$ cat config.mk
export PLATFORM = sky130hd
export DESIGN_NAME = mux_n_pipe
export DESIGN_NICKNAME = d
export VERILOG_FILES = /design/src/rtl/mux_pkg.sv /design/src/rtl/mux_n_sel.sv /design/src/rtl/mux_n_pipe.sv
export SDC_FILE = /design/constraint.sdc
export NUM_CORES = 1
export LEC_CHECK = 0
export ABC_AREA = 1
export ABC_CLOCK_PERIOD_IN_PS = 5300
export CAP_MARGIN = 20
export CORE_MARGIN = 4
export CORE_UTILIZATION = 51
export CTS_BUF_LIST = sky130_fd_sc_hd__clkbuf_4
export CTS_CLUSTER_SIZE = 8
export DETAILED_ROUTE_END_ITERATION = 7
export PLACE_DENSITY = 0.94
export SYNTH_ARGS = -nofsm -noshare
export SYNTH_HDL_FRONTEND = slang
export SYNTH_SLANG_ARGS = --single-unit
$ cat constraint.sdc
create_clock -name clk -period 5.3 [get_ports clk]
set_input_delay 0.53 -clock clk [delete_from_list [all_inputs] [get_ports clk]]
set_output_delay 0.53 -clock clk [all_outputs]
set_load 0.03 [all_outputs]
$ cat src/rtl/mux_pkg.sv
// Shared constants for the registered lane selectors.
package mux_pkg;

  localparam logic [31:0]  MUX_PC_RESET_VAL  = 32'h10008;
  localparam int unsigned  MUX_DEFAULT_WIDTH = 32;
  localparam int unsigned  MUX_MAX_N         = 16;

endpackage

$ cat src/rtl/mux_n_sel.sv
// Combinational N:1 lane selector; out-of-range selects return lane 0 and raise illegal_c.
module mux_n_sel
  import mux_pkg::*;
#(
  parameter int unsigned  WIDTH = MUX_DEFAULT_WIDTH,
  parameter int unsigned  N     = 3,
  localparam int unsigned SEL_W = $clog2(N)
) (
  input  logic [N*WIDTH-1:0] lanes,
  input  logic [SEL_W-1:0]   sel,
  output logic [WIDTH-1:0]   data_c,
  output logic               illegal_c
);

  // Lane 0 is the fallback, so an illegal index never produces X.
  always_comb begin
    data_c    = lanes[WIDTH-1:0];
    illegal_c = 32'(sel) >= N;
    for (int unsigned k = 1; k < N; k++) begin
      if (sel == SEL_W'(k)) begin
        data_c = lanes[k*WIDTH +: WIDTH];
      end
    end
  end

endmodule

$ cat src/rtl/mux_n_pipe.sv
// N-way registered selector with valid/ready on both sides and a one-entry skid
// buffer. in_ready comes straight from a flop, so out_ready never reaches it
// combinationally. Optional macro MUX_N_PIPE_ERR_EN adds the sticky
// illegal-select flag (err/err_sel/err_clr) and drops illegal words.
module mux_n_pipe
  import mux_pkg::*;
#(
  parameter int unsigned  WIDTH     = MUX_DEFAULT_WIDTH,
  parameter int unsigned  N         = 3,
  parameter logic [31:0]  RESET_VAL = MUX_PC_RESET_VAL,
  localparam int unsigned SEL_W     = $clog2(N)
) (
  input  logic               clk,
  input  logic               reset,
  input  logic [N*WIDTH-1:0] in_data,
  input  logic [SEL_W-1:0]   in_sel,
  input  logic               in_valid,
  output logic               in_ready,
  output logic [WIDTH-1:0]   out_data,
  output logic               out_valid,
  input  logic               out_ready
`ifdef MUX_N_PIPE_ERR_EN
  ,
  output logic               err,
  output logic [SEL_W-1:0]   err_sel,
  input  logic               err_clr
`endif
);

  localparam logic [WIDTH-1:0] RST_DATA = WIDTH'(RESET_VAL);

  logic [WIDTH-1:0] sel_data;
  logic             sel_illegal;
  logic [WIDTH-1:0] skid_data, skid_data_n, out_data_n;
  logic             skid_valid, skid_valid_n, out_valid_n, in_ready_n;
  logic             accept, pop, fwd;

  mux_n_sel #(
    .WIDTH (WIDTH),
    .N     (N)
  ) u_sel (
    .lanes     (in_data),
    .sel       (in_sel),
    .data_c    (sel_data),
    .illegal_c (sel_illegal)
  );

  // Handshake decode; with the error option an illegal word is consumed but not forwarded.
  always_comb begin
    accept = in_valid && in_ready;
    pop    = out_valid && out_ready;
`ifdef MUX_N_PIPE_ERR_EN
    fwd    = accept && !sel_illegal;
`else
    fwd    = accept;
`endif
  end

`ifndef MUX_N_PIPE_ERR_EN
  // Illegal selects simply forward lane 0 here, so the flag has no consumer.
  logic unused_sel_illegal;
  assign unused_sel_illegal = sel_illegal;
`endif

  // Main/skid next state: EMPTY -> ONE -> FULL, skid drains into main on pop.
  always_comb begin
    out_data_n   = out_data;
    out_valid_n  = out_valid;
    skid_data_n  = skid_data;
    skid_valid_n = skid_valid;
    if (skid_valid) begin
      if (pop) begin
        out_data_n   = skid_data;
        skid_valid_n = 1'b0;
      end
    end else if (fwd) begin
      if (!out_valid || pop) begin
        out_data_n  = sel_data;
        out_valid_n = 1'b1;
      end else begin
        skid_data_n  = sel_data;
        skid_valid_n = 1'b1;
      end
    end else if (pop) begin
      out_valid_n = 1'b0;
    end
    in_ready_n = !skid_valid_n;
  end

  // Datapath and handshake registers; out_data holds its value while invalid.
  always_ff @(posedge clk or posedge reset) begin
    if (reset) begin
      out_data   <= RST_DATA;
      out_valid  <= 1'b0;
      skid_data  <= '0;
      skid_valid <= 1'b0;
      in_ready   <= 1'b1;
    end else begin
      out_data   <= out_data_n;
      out_valid  <= out_valid_n;
      skid_data  <= skid_data_n;
      skid_valid <= skid_valid_n;
      in_ready   <= in_ready_n;
    end
  end

`ifdef MUX_N_PIPE_ERR_EN
  logic             err_n;
  logic [SEL_W-1:0] err_sel_n;

  // Sticky flag: first illegal index is kept; a simultaneous clear loses to a new set.
  always_comb begin
    err_n     = err;
    err_sel_n = err_sel;
    if (accept && sel_illegal) begin
      err_n = 1'b1;
      if (!err || err_clr) begin
        err_sel_n = in_sel;
      end
    end else if (err_clr) begin
      err_n     = 1'b0;
      err_sel_n = '0;
    end
  end

  // Error flag registers.
  always_ff @(posedge clk or posedge reset) begin
    if (reset) begin
      err     <= 1'b0;
      err_sel <= '0;
    end else begin
      err     <= err_n;
      err_sel <= err_sel_n;
    end
  end
`endif

endmodule

**Word-level counts from Yosys, hierarchy flattened**

Index checks and enable logic that the tools add are counted.

- Equality and inequality tests: 4
- Muxes and demuxes: 13
- Bitwise operators: 2
- Reductions and logical operators: 11

Operators with widths:

| kind | count |
|---|---|
| $mux W32 | 6 |
| $reduce_and A3 Y1 | 3 |
| $mux W1 | 7 |
| $reduce_bool A2 Y1 | 3 |
| $ne A2 B1 Y1 const B | 2 |
| $eq A2 B1 Y1 const B | 1 |
| $eq A2 B2 Y1 const B | 1 |
| $logic_and A1 B1 Y1 | 2 |
| $logic_not A1 Y1 | 2 |
| $not A1 Y1 | 2 |
| $logic_or A1 B1 Y1 | 1 |

- Flip-flop bits (word level): 67
- Bits of input ports: 102
- Output and inout port bits: 34
- Logic and storage cells: 35

**Logic depth before layout (Yosys ltp)**

Gate-level depths: netlist of the first run.

- Depth after elaboration: 6
- Mapped depth: 9
- Depth with buffers taken out: 7

**Hierarchy**

From an unflattened synthesis of the first run, not the netlist that was laid out.

- Cells, all modules: 643
- Area total of the unflattened synthesis: 4150.2 um^2

Modules (own cells, without submodules):

| module | instances | cells each | area each (um^2) | sequential area each (um^2) |
|---|---|---|---|---|
| mux_n_pipe | 1 | 396 | 3089.2 | 1680.4 |
| mux_n_sel | 1 | 247 | 1061.0 | 0.0 |

**Worst setup path after synthesis of the first run**

No wires, ideal clock.

- Path kind: register -> register
- Start point: register in_ready
- End point: register skid_data[0]
- Data arrival time: 1.317 ns
- Required time: 5.183 ns
- Setup slack: 3.866 ns
- Stages on the path, launching flop included: 7
- Cell sequence: dfstp_2 -> nand2_1 -> nor3_4 -> inv_2 -> buf_2 -> nand2_1 -> nand2_1

- Cells in the longest elaborated chain, start to end: 2

RTL lines:

| item | RTL line | source |
|---|---|---|
| from (decl) | mux_n_pipe.sv:18 | `output logic in_ready,` |
| from (signal assigned) | mux_n_pipe.sv:103 | `in_ready <= in_ready_n;` |
| $logic_and A1 B1 Y1 | mux_n_pipe.sv:50 | `accept = in_valid && in_ready;` |
| $reduce_and A3 Y1 (no source line) | n/a |  |
| to (signal assigned) | mux_n_pipe.sv:101 | `skid_data <= skid_data_n;` |
| to (decl) | mux_n_pipe.sv:34 | `logic [WIDTH-1:0] skid_data, skid_data_n, out_data_n;` |

Every way passes these cells.
A chain may end at the register's enable or synchronous reset.

**Final worst setup path of the first run**

- Start point: input in_sel[0]
- End point: register out_data[7]

- Cells in the longest elaborated chain, start to end: 6
- Elaborated cells between the ends (all ways): 7
- Classes of those cells: eq/ne (2); mux (5)

RTL lines:

| item | RTL line | source |
|---|---|---|
| from (decl) | mux_n_pipe.sv:16 | `input logic [SEL_W-1:0] in_sel,` |
| $eq A2 B1 Y1 | mux_n_sel.sv:20 | `if (sel == SEL_W'(k)) begin` |
| $mux W32 | mux_n_sel.sv:20 |  |
| $mux W32 * | mux_n_sel.sv:20 |  |
| $mux W32 * | mux_n_pipe.sv:77 | `if (!out_valid \|\| pop) begin` |
| $mux W32 * | mux_n_pipe.sv:76 | `end else if (fwd) begin` |
| $mux W32 * | mux_n_pipe.sv:71 | `if (skid_valid) begin` |
| to (signal assigned) | mux_n_pipe.sv:99 | `out_data <= out_data_n;` |
| to (decl) | mux_n_pipe.sv:19 | `output logic [WIDTH-1:0] out_data,` |

Mark *: on every way between the ends. The rest lies on a longest branch, timed or not. The select of a mux whose other input is x is not followed.

==> results of run 1 <==
-- where the power goes --
| part | internal (W) | switching, W | leakage, nW |
|---|---|---|---|
| Clock | 0.0000933 | 0.000172 | 0.0585 |
| Combinational | 0.000522 | 0.000800 | 1.99 |
| Sequential | 0.000759 | 0.000144 | 0.828 |
| Total | 0.00137 | 0.00112 | 2.87 |
-- per-stage QoR --
stage / utilization / setup WS [ps] / total power [W] / instance area (um^2) / cells
2_1_floorplan: - / 3090 / 0.00173 / 3940 / 605
3_3_place_gp: 0.711 / 2510 / 0.00215 / 5240 / 804
3_5_place_dp: 0.714 / 2410 / 0.00221 / 5260 / 805
4_1_cts: 0.727 / 2800 / 0.00248 / 5360 / 820
5_1_grt: 0.730 / 2640 / 0.00267 / 5380 / 821
6_report: 0.730 / 2760 / 0.00249 / 5380 / 821
-- cells in the final DEF (no fill, tap or decap), drive strengths merged --
cell           instances
a21oi                  1
buf                    6
clkbuf                10
clkdlybuf4s50        135
clkinv                 5
dfrtp                 64
dfstp                  3
inv                   39
nand2                264
nand3                128
nor2                  64
nor3                   1
o21ai                  2
-- sequential cells by signal, summed over array words and instances (netlist names) --
| name | count |
|---|---|
| out_valid | 1 |
| out_data | 32 |
| skid_valid | 1 |
| in_ready | 1 |
| skid_data | 32 |
-- final timing paths --
check	startpoint	end	slack (ps)	depth (start not counted)
worst max-delay path	in_sel[0]	out_data[7]$_DFFE_PP0P_	2760	8
worst min-delay path	out_data[3]$_DFFE_PP1P_	out_data[3]$_DFFE_PP1P_	480	2
worst max register to register	skid_valid$_DFF_PP0_	out_data[31]$_DFFE_PP0P_	3190	7
worst min register to register	out_data[3]$_DFFE_PP1P_	out_data[3]$_DFFE_PP1P_	480	2
max in group asynchronous	reset	out_data[2]$_DFFE_PP0P_	4070	3
min in group asynchronous	reset	skid_valid$_DFF_PP0_	660	3
-- tightest hold or removal path, stage by stage (launching register included) --
cell	delay, ps
dfstp_2	380
nand2_1	50
nand2_1	50
-- cells in the mapped netlist --
| cell | instances |
|---|---|
| a21oi_1 | 1 |
| buf_2 | 34 |
| buf_4 | 4 |
| clkbuf_1 | 1 |
| dfrtp_1 | 64 |
| dfstp_2 | 3 |
| inv_1 | 35 |
| inv_2 | 4 |
| nand2_1 | 261 |
| nand2_2 | 3 |
| nand3_1 | 128 |
| nor2_1 | 64 |
| nor3_4 | 1 |
| o21ai_0 | 1 |
| o21ai_1 | 1 |
-- cells by family (layout without fill, tap and decap cells) --
group / count (synthesis) / after routing / synth area share
AO/OA/AOI/OAI: 3 / 3 / 0.00381
flip-flops: 67 / 67 / 0.426
AND/OR/NAND/NOR: 457 / 457 / 0.481
buffers and inverters: 78 / 195 / 0.0889
-- layer usage --
layer | global-route usage | part of all wire | vias up
met5 | 0 | 0 | -
met4 | 0.0936 | 0.016 | 0
met3 | 0.0367 | 0.083 | 22
met2 | 0.439 | 0.51 | 235
met1 | 0.313 | 0.39 | 2041
li1 | - | - | 2114
-- final cells by class --
| cell class | instances | area, um^2 | share of cell area |
|---|---|---|---|
| clock inverter | 5 | 21.3 | 0.00395 |
| multi-input combinational | 460 | 1910 | 0.355 |
| inverter | 39 | 146 | 0.0272 |
| clock buffer | 10 | 75.1 | 0.0140 |
| tap | 99 | 124 | 0.0230 |
| timing repair buffer | 141 | 1420 | 0.264 |
| sequential | 67 | 1680 | 0.312 |
==> metrics.md, run 1 <==
| Metric | Value |
|---|---|
| DR vias | 4412 |
| Die Area | 9200 um^2 |
| Die Y | 95.9 um |
| WP buf/inv | 3 |
| CP startpoint kind | input pin |
| Num rows | 31 |
| DR WL/cell | 14.0 um |
| Cell family with most CP delay | buffers and inverters |
| Fin Hold WS | 476 ps |
| Final Hold Vio Count | 0 |
| Synth Area per Inst | 6.51 um^2 |
| Tmin final | 2540 ps |
| Top fanout value on the critical path | 34 |
| Synth Net Count | 707 |
| Initial antenna violation count | 0 |
| CP max stage cell | nand2_2 |
| Core region area | 7370 um^2 |
| Worst setup EP type | flop |
| HP Class | reg2reg |
| Crit Path Category | in2reg |
| First-pass GRT wire length | 18.2 mm |
| Relative slew slack | 0.445 |
| H-tree depth | 3 |
| Initial core utilization | 0.535 |
| Syn. warnings | 0 |
| Static Leak | 2.87 nW |
| CTS Buf Count | 9 |
| Least-Margin Pin Slew | 832 ps |
| Setup TNS | 0 ps |
| Clk root buf | clkbuf_4 |
| Via-per-instance ratio | 5.37 |
| Worst path max stage delay | 570 ps |
| Max-slew violation count | 0 |
| I/O Buffers | 135 |
| DRT Pass-1 Iters | 5 |
| Initial detailed-routing violation count | 256 |
| Latest clock arrival within the worst-skew pair | 410 ps |
| Nets@finish | 820 |
| # fillers | 600 |
| Clk slew on worst S/H paths | 110 ps |
| MaxCap Viol Count | 0 |
| Area share of the largest cell type after synthesis | 0.406 |
| Cells along the critical path | clkdlybuf4s50_1, buf_4, inv_2, nand2_2, nand3_1, nand3_1, nand2_1, nand2_1 |
| Largest net degree at the start of global routing | 68 |
| Library cells used by synthesis | 15 |
| Area leader, netlist | dfrtp_1 |
| Power Density | 463 nW/um^2 |
| DRT Wirelength | 11.5 mm |
| HPWL after DPL | 7.75 mm |
| Total global routing overflow | 0 |
| Area grow syn2layout | 36.5% |
| Hold Buf Count CTS | 0 |
| Ant. Diodes | 0 |
| Arr. time, crit path | 2850 ps |
| Synth Register Bits | 67 |
| Clock Tree Buf Depth | 2 |
| Setup violations, final | 0 |
| WP data required | 5610 ps |
| Outcome | finished clean |
| Period utilisation layout | 0.479 |
| Post-CTS Setup Inserts | 0 |
| Cts repair resizes | 0 |
| Global Route Usage Sum | 0.251 |
| Remaining DRCs | 0 |
| Via count of the first global-routing pass | 4049 |
| Top Ports | 136 |
| F_max | 394 MHz |
| TritonCTS clock tree | done |
| Sequential share of the synthesized area | 0.426 |
| RSZ-0062 raised after global routing | false |
| Top cells by area, synth | dfrtp_1, nand2_1, nand3_1 |
| Clock sink total | 67 |
| Skew final | 21.6 ps |
| Chip Width | 95.9 um |
| Mapped cell area | 3940 um^2 |
| Post-route ant nets | 0 |
| Peak VDD IR | 0.381 mV |
| GP Congestion | 0.844 |
| Layout cell share with drive strength beyond 1 | 0.0416 |
| Post-Syn Instances | 605 |
No activity file was read; power rests on OpenSTA's default activity.
==> inputs of run 2 (changes only) <==
--- a/config.mk
+++ b/config.mk
@@ -6,14 +6,14 @@
 export NUM_CORES = 1
 export LEC_CHECK = 0
 export ABC_AREA = 1
-export ABC_CLOCK_PERIOD_IN_PS = 5300
+export ABC_CLOCK_PERIOD_IN_PS = 2300
 export CAP_MARGIN = 20
 export CORE_MARGIN = 4
-export CORE_UTILIZATION = 51
+export CORE_UTILIZATION = 43
 export CTS_BUF_LIST = sky130_fd_sc_hd__clkbuf_4
 export CTS_CLUSTER_SIZE = 8
 export DETAILED_ROUTE_END_ITERATION = 7
-export PLACE_DENSITY = 0.94
+export PLACE_DENSITY = 0.85
 export SYNTH_ARGS = -nofsm -noshare
 export SYNTH_HDL_FRONTEND = slang
 export SYNTH_SLANG_ARGS = --single-unit
==> constraint.sdc (replaced) <==
create_clock -name clk -period 2.3 [get_ports clk]
set_input_delay 0.23 -clock clk [delete_from_list [all_inputs] [get_ports clk]]
set_output_delay 0.23 -clock clk [all_outputs]
set_load 0.03 [all_outputs]
==> metrics.md, run 2 (synthesis results as in run 1) <==
| Metric | Value |
|---|---|
| Area grow syn2layout | 38.8% |
| Num rows | 34 |
| DRT Pass-1 Iters | 4 |
| Cts repair resizes | 0 |
| F_max | 537 MHz |
| TritonCTS clock tree | done |
| Peak VDD IR | 0.551 mV |
| Chip Width | 104 um |
| Total Power | 0.00585 W |
| Latest clock arrival within the worst-skew pair | 380 ps |
| Clk root buf | clkbuf_4 |
| HP Class | in2async |
| DP Cell Count | 822 |
| Worst R2R Start | skid_valid$_DFF_PP0_ |
| Top flop regs | out_data x32, skid_data x32 |
| Most common cell after layout, fill and taps aside | nand2_1 |
| Die Area | 10800 um^2 |
| Sw frac | 0.434 |
| Hold Buf Count CTS | 0 |
| Cells along the critical path | clkdlybuf4s50_1 |
| Ant. Diodes | 0 |
| CTS Buf Count | 9 |
| WP data required | 2070 ps |
| Clk slew on worst S/H paths | 110 ps |
| Setup violations, final | 0 |
| Final std cells w/o fill | 837 |
| Largest net degree at the start of global routing | 68 |
| # fillers | 778 |
| CP startpoint kind | flop |
| Sequential share of power | 0.355 |
| Crit path launch | out_data[16]$_DFFE_PP1P_ |
| RSZ-0062 raised after global routing | false |
| Initial antenna violation count | 0 |
| Top fanout value on the critical path | 2 |
| Outcome | finished clean |
| NetSw | 0.00254 W |
| Tmin final | 1860 ps |
| Worst path max stage delay | 690 ps |
| WP buf/inv | 1 |
| CP max stage cell | clkdlybuf4s50_1 |
| First-pass GRT wire length | 19.7 mm |
| Post-route ant nets | 0 |
| Clock power frac | 0.130 |
| Worst setup EP type | output pin |
| Crit Path Category | reg2out |
| Cell family with most CP delay | buffers and inverters |
| Sequential cell area | 1680 um^2 |
| Via-per-instance ratio | 5.11 |
| DR vias | 4276 |
| GP Congestion | 0.795 |
| Global Route Usage Sum | 0.220 |
| DRT Wirelength | 11.9 mm |
| Final Hold Vio Count | 0 |
| Nets@finish | 827 |
| Arr. time, crit path | 1630 ps |
| Post-CTS Setup Inserts | 0 |
| H-tree depth | 3 |
| Clock Tree Buf Depth | 2 |
| Power Density | 1070 nW/um^2 |
| Relative slew slack | 0.547 |
| Initial core utilization | 0.448 |
| Via count of the first global-routing pass | 4261 |
| Die Y | 104 um |
| Commonest cells after routing, fill and taps aside | nand2_1, clkdlybuf4s50_1, nand3_1, nor2_1, dfrtp_1 |
| MaxCap Viol Count | 0 |
| Internal | 0.00331 W |
| Total global routing overflow | 0 |
| Skew final | 23.6 ps |
| Core region area | 8810 um^2 |
| Period utilisation layout | 0.809 |
| Max-slew violation count | 0 |
| I/O Buffers | 135 |
| Initial detailed-routing violation count | 202 |
| Least-Margin Pin Slew | 679 ps |
| Remaining DRCs | 0 |
| Logic pwr share | 0.515 |
| Static Leak | 2.92 nW |
| HPWL after DPL | 8.28 mm |
| Layout cell share with drive strength beyond 1 | 0.0549 |
| Clock sink total | 67 |
| Top Ports | 136 |
| Area of the multi-input gates | 1910 um^2 |
| DR WL/cell | 14.2 um |
| Setup TNS | 0 ps |
-- run 2: per-layer routing --
layer  vias up  track usage  routed length, um
met2       151        0.402               6090
li1       2124            -                  -
met3        16       0.0479                791
met5         -            0                  0
met4         0       0.0722                195
met1      1985        0.256               4800
-- run 2: area by class of cell --
class	instances	area share
well taps	108	0.0247
clock buffers	13	0.0178
repair buffers	148	0.267
clock inverters	2	0.00686
flip-flops and latches	67	0.307
inverters	39	0.0268
multi-input cells	460	0.349
-- run 2: power by group through the flow --
stage	Combinational [W]	Clock, W	Sequential [W]
after floorplan	0.00140	0	0.00260
after global placement	0.00294	0	0.00207
after detailed placement	0.00302	0	0.00208
after CTS	0.00303	0.000781	0.00207
after global routing	0.00331	0.000847	0.00213
final	0.00301	0.000762	0.00207
-- run 2: final timing paths --
path                                            endpoint  cells after the start  slack, ps
worst max-delay path                        out_data[16]                      1        440
worst min-delay path                skid_valid$_DFF_PP0_                      3        210
worst max register to register  out_data[24]$_DFFE_PP0P_                      5        790
worst min register to register   out_data[3]$_DFFE_PP1P_                      2        480
max in group asynchronous       out_data[16]$_DFFE_PP1P_                      3       1750
min in group clk                 out_data[3]$_DFFE_PP1P_                      2        480
-- run 2: per-stage QoR --
| step | hold WS (ps) | setup WS, ps | cell area, um^2 | utilization |
|---|---|---|---|---|
| after floorplan | 443 | 392 | 3940 | - |
| after global placement | 462 | 527 | 5330 | 0.606 |
| after detailed placement | 465 | 462 | 5330 | 0.606 |
| after CTS | 226 | 409 | 5470 | 0.621 |
| after global routing | 236 | 359 | 5470 | 0.621 |
| final | 210 | 439 | 5470 | 0.621 |
==> inputs of run 3 (changes only) <==
--- a/config.mk
+++ b/config.mk
@@ -6,7 +6,7 @@
 export NUM_CORES = 1
 export LEC_CHECK = 0
 export ABC_AREA = 1
-export ABC_CLOCK_PERIOD_IN_PS = 2300
+export ABC_CLOCK_PERIOD_IN_PS = 1700
 export CAP_MARGIN = 20
 export CORE_MARGIN = 4
 export CORE_UTILIZATION = 43
==> constraint.sdc (replaced) <==
create_clock -name clk -period 1.7 [get_ports clk]
set_input_delay 0.17 -clock clk [delete_from_list [all_inputs] [get_ports clk]]
set_output_delay 0.17 -clock clk [all_outputs]
set_load 0.03 [all_outputs]
==> metrics.md, run 3 (synthesis results as in run 1) <==
| Metric | Value |
|---|---|
| Sw frac | 0.437 |
| CP startpoint kind | flop |
| MaxCap Viol Count | 0 |
| Area grow syn2layout | 41.0% |
| WP buf/inv | 1 |
| Via count of the first global-routing pass | 4280 |
| Setup TNS | 0 ps |
| Power Density | 1430 nW/um^2 |
| Arr. time, crit path | 1460 ps |
| Num rows | 34 |
| F_max | 612 MHz |
| HP Class | in2async |
| DRT Wirelength | 11.8 mm |
| Relative slew slack | 0.638 |
| Clock Tree Buf Depth | 2 |
| Commonest cells after routing, fill and taps aside | nand2_1, clkdlybuf4s50_1, nand3_1, nor2_1, dfrtp_1 |
| Outcome | finished clean |
| Global Route Usage Sum | 0.219 |
| CTS Buf Count | 9 |
| Initial core utilization | 0.448 |
| Fin Hold WS | 191 ps |
| Cells along the critical path | clkdlybuf4s50_1 |
| Worst setup EP type | output pin |
| Total global routing overflow | 0 |
| TritonCTS clock tree | done |
| Crit Path Category | reg2out |
| Final Hold Vio Count | 0 |
| Post-route ant nets | 0 |
| Period utilisation layout | 0.961 |
| Total Power | 0.00795 W |
| CP max stage cell | clkdlybuf4s50_1 |
| Via-per-instance ratio | 5.12 |
| GP Congestion | 0.866 |
| Most common cell after layout, fill and taps aside | nand2_1 |
| Tmin final | 1630 ps |
| Die Area | 10800 um^2 |
| Remaining DRCs | 0 |
| Top fanout value on the critical path | 2 |
| First-pass GRT wire length | 19.7 mm |
| Latest clock arrival within the worst-skew pair | 400 ps |
| Cell family with most CP delay | buffers and inverters |
| Initial detailed-routing violation count | 221 |
| Max-slew violation count | 0 |
| H-tree depth | 3 |
| Initial antenna violation count | 0 |
| Top Ports | 136 |
| HPWL after DPL | 8.52 mm |
| Internal | 0.00448 W |
| DR vias | 4301 |
| Nets@finish | 829 |
| Peak VDD IR | 0.676 mV |
| Logic pwr share | 0.520 |
| Sequential share of power | 0.354 |
| I/O Buffers | 135 |
| Layout cell share with drive strength beyond 1 | 0.0574 |
| DRT Pass-1 Iters | 5 |
| DR WL/cell | 14.1 um |
| Die Y | 104 um |
| Least-Margin Pin Slew | 542 ps |
| Top flop regs | out_data x32, skid_data x32 |
| Ant. Diodes | 0 |
| Static Leak | 2.98 nW |
| Clock sink total | 67 |
| Worst R2R Start | in_ready$_DFF_PP1_ |
| Worst path max stage delay | 690 ps |
| Setup violations, final | 0 |
| NetSw | 0.00347 W |
| Chip Width | 104 um |
| Largest net degree at the start of global routing | 68 |
| WP data required | 1530 ps |
| Clk root buf | clkbuf_4 |
| Core region area | 8810 um^2 |
| Clk slew on worst S/H paths | 110 ps |
| Clock power frac | 0.126 |
| RSZ-0062 raised after global routing | false |
| Skew final | 20.5 ps |
| Crit path launch | out_data[31]$_DFFE_PP0P_ |
## run 3: worst paths after layout
| path | end | cells after the start | slack (ps) |
|---|---|---|---|
| min reg2reg | out_data[16]$_DFFE_PP1P_ | 2 | 480 |
| max in group asynchronous | in_ready$_DFF_PP1_ | 3 | 1170 |
| min in group clk | skid_data[15]$_DFFE_PP0P_ | 5 | 440 |
| max reg2reg | skid_data[13]$_DFFE_PP0P_ | 5 | 200 |
| max | out_data[31] | 1 | 70 |
| min | out_data[26]$_DFFE_PP0P_ | 3 | 190 |
## run 3: metal layers
layer | GRT usage | wire length (um)
met5 | 0 | 0
met4 | 0.0940 | 299
met3 | 0.0460 | 878
met2 | 0.382 | 5910
met1 | 0.261 | 4720
## run 3: timing repair
| action | 4_1_cts | 5_1_grt |
|---|---|---|
| hold buffers | 0 | 0 |
| resized for setup | 4 | 2 |
| pin swaps | 0 | 0 |
| setup endpoints to repair | 4 | 2 |
| cloned | 0 | 0 |
| setup buffers | 0 | 0 |
## run 3: cell type report
class	count	area, um^2
Clock inverter	6	56.3
Multi-Input combinational cell	460	1910
Tap cell	108	135
Fill cell	769	3250
Inverter	39	150
Sequential cell	67	1680
Clock buffer	10	75.1
Timing Repair Buffer	150	1550
## run 3: per-stage QoR
step	utilization	instances	setup slack, ps	cell area (um^2)
finish	0.631	840	66.8	5560
global route	0.631	840	3.11	5560
CTS	0.631	840	28.0	5550
detailed placement	0.616	824	83.7	5430
global placement	0.616	824	120	5430
floorplan	-	605	266	3950
## run 3: power by group through the flow
stage	Clock (W)	Combinational, W	Sequential (W)
finish	0.00100	0.00414	0.00281
global route	0.00111	0.00456	0.00290
CTS	0.00103	0.00418	0.00281
detailed placement	0	0.00420	0.00282
global placement	0	0.00404	0.00281
floorplan	0	0.00190	0.00351
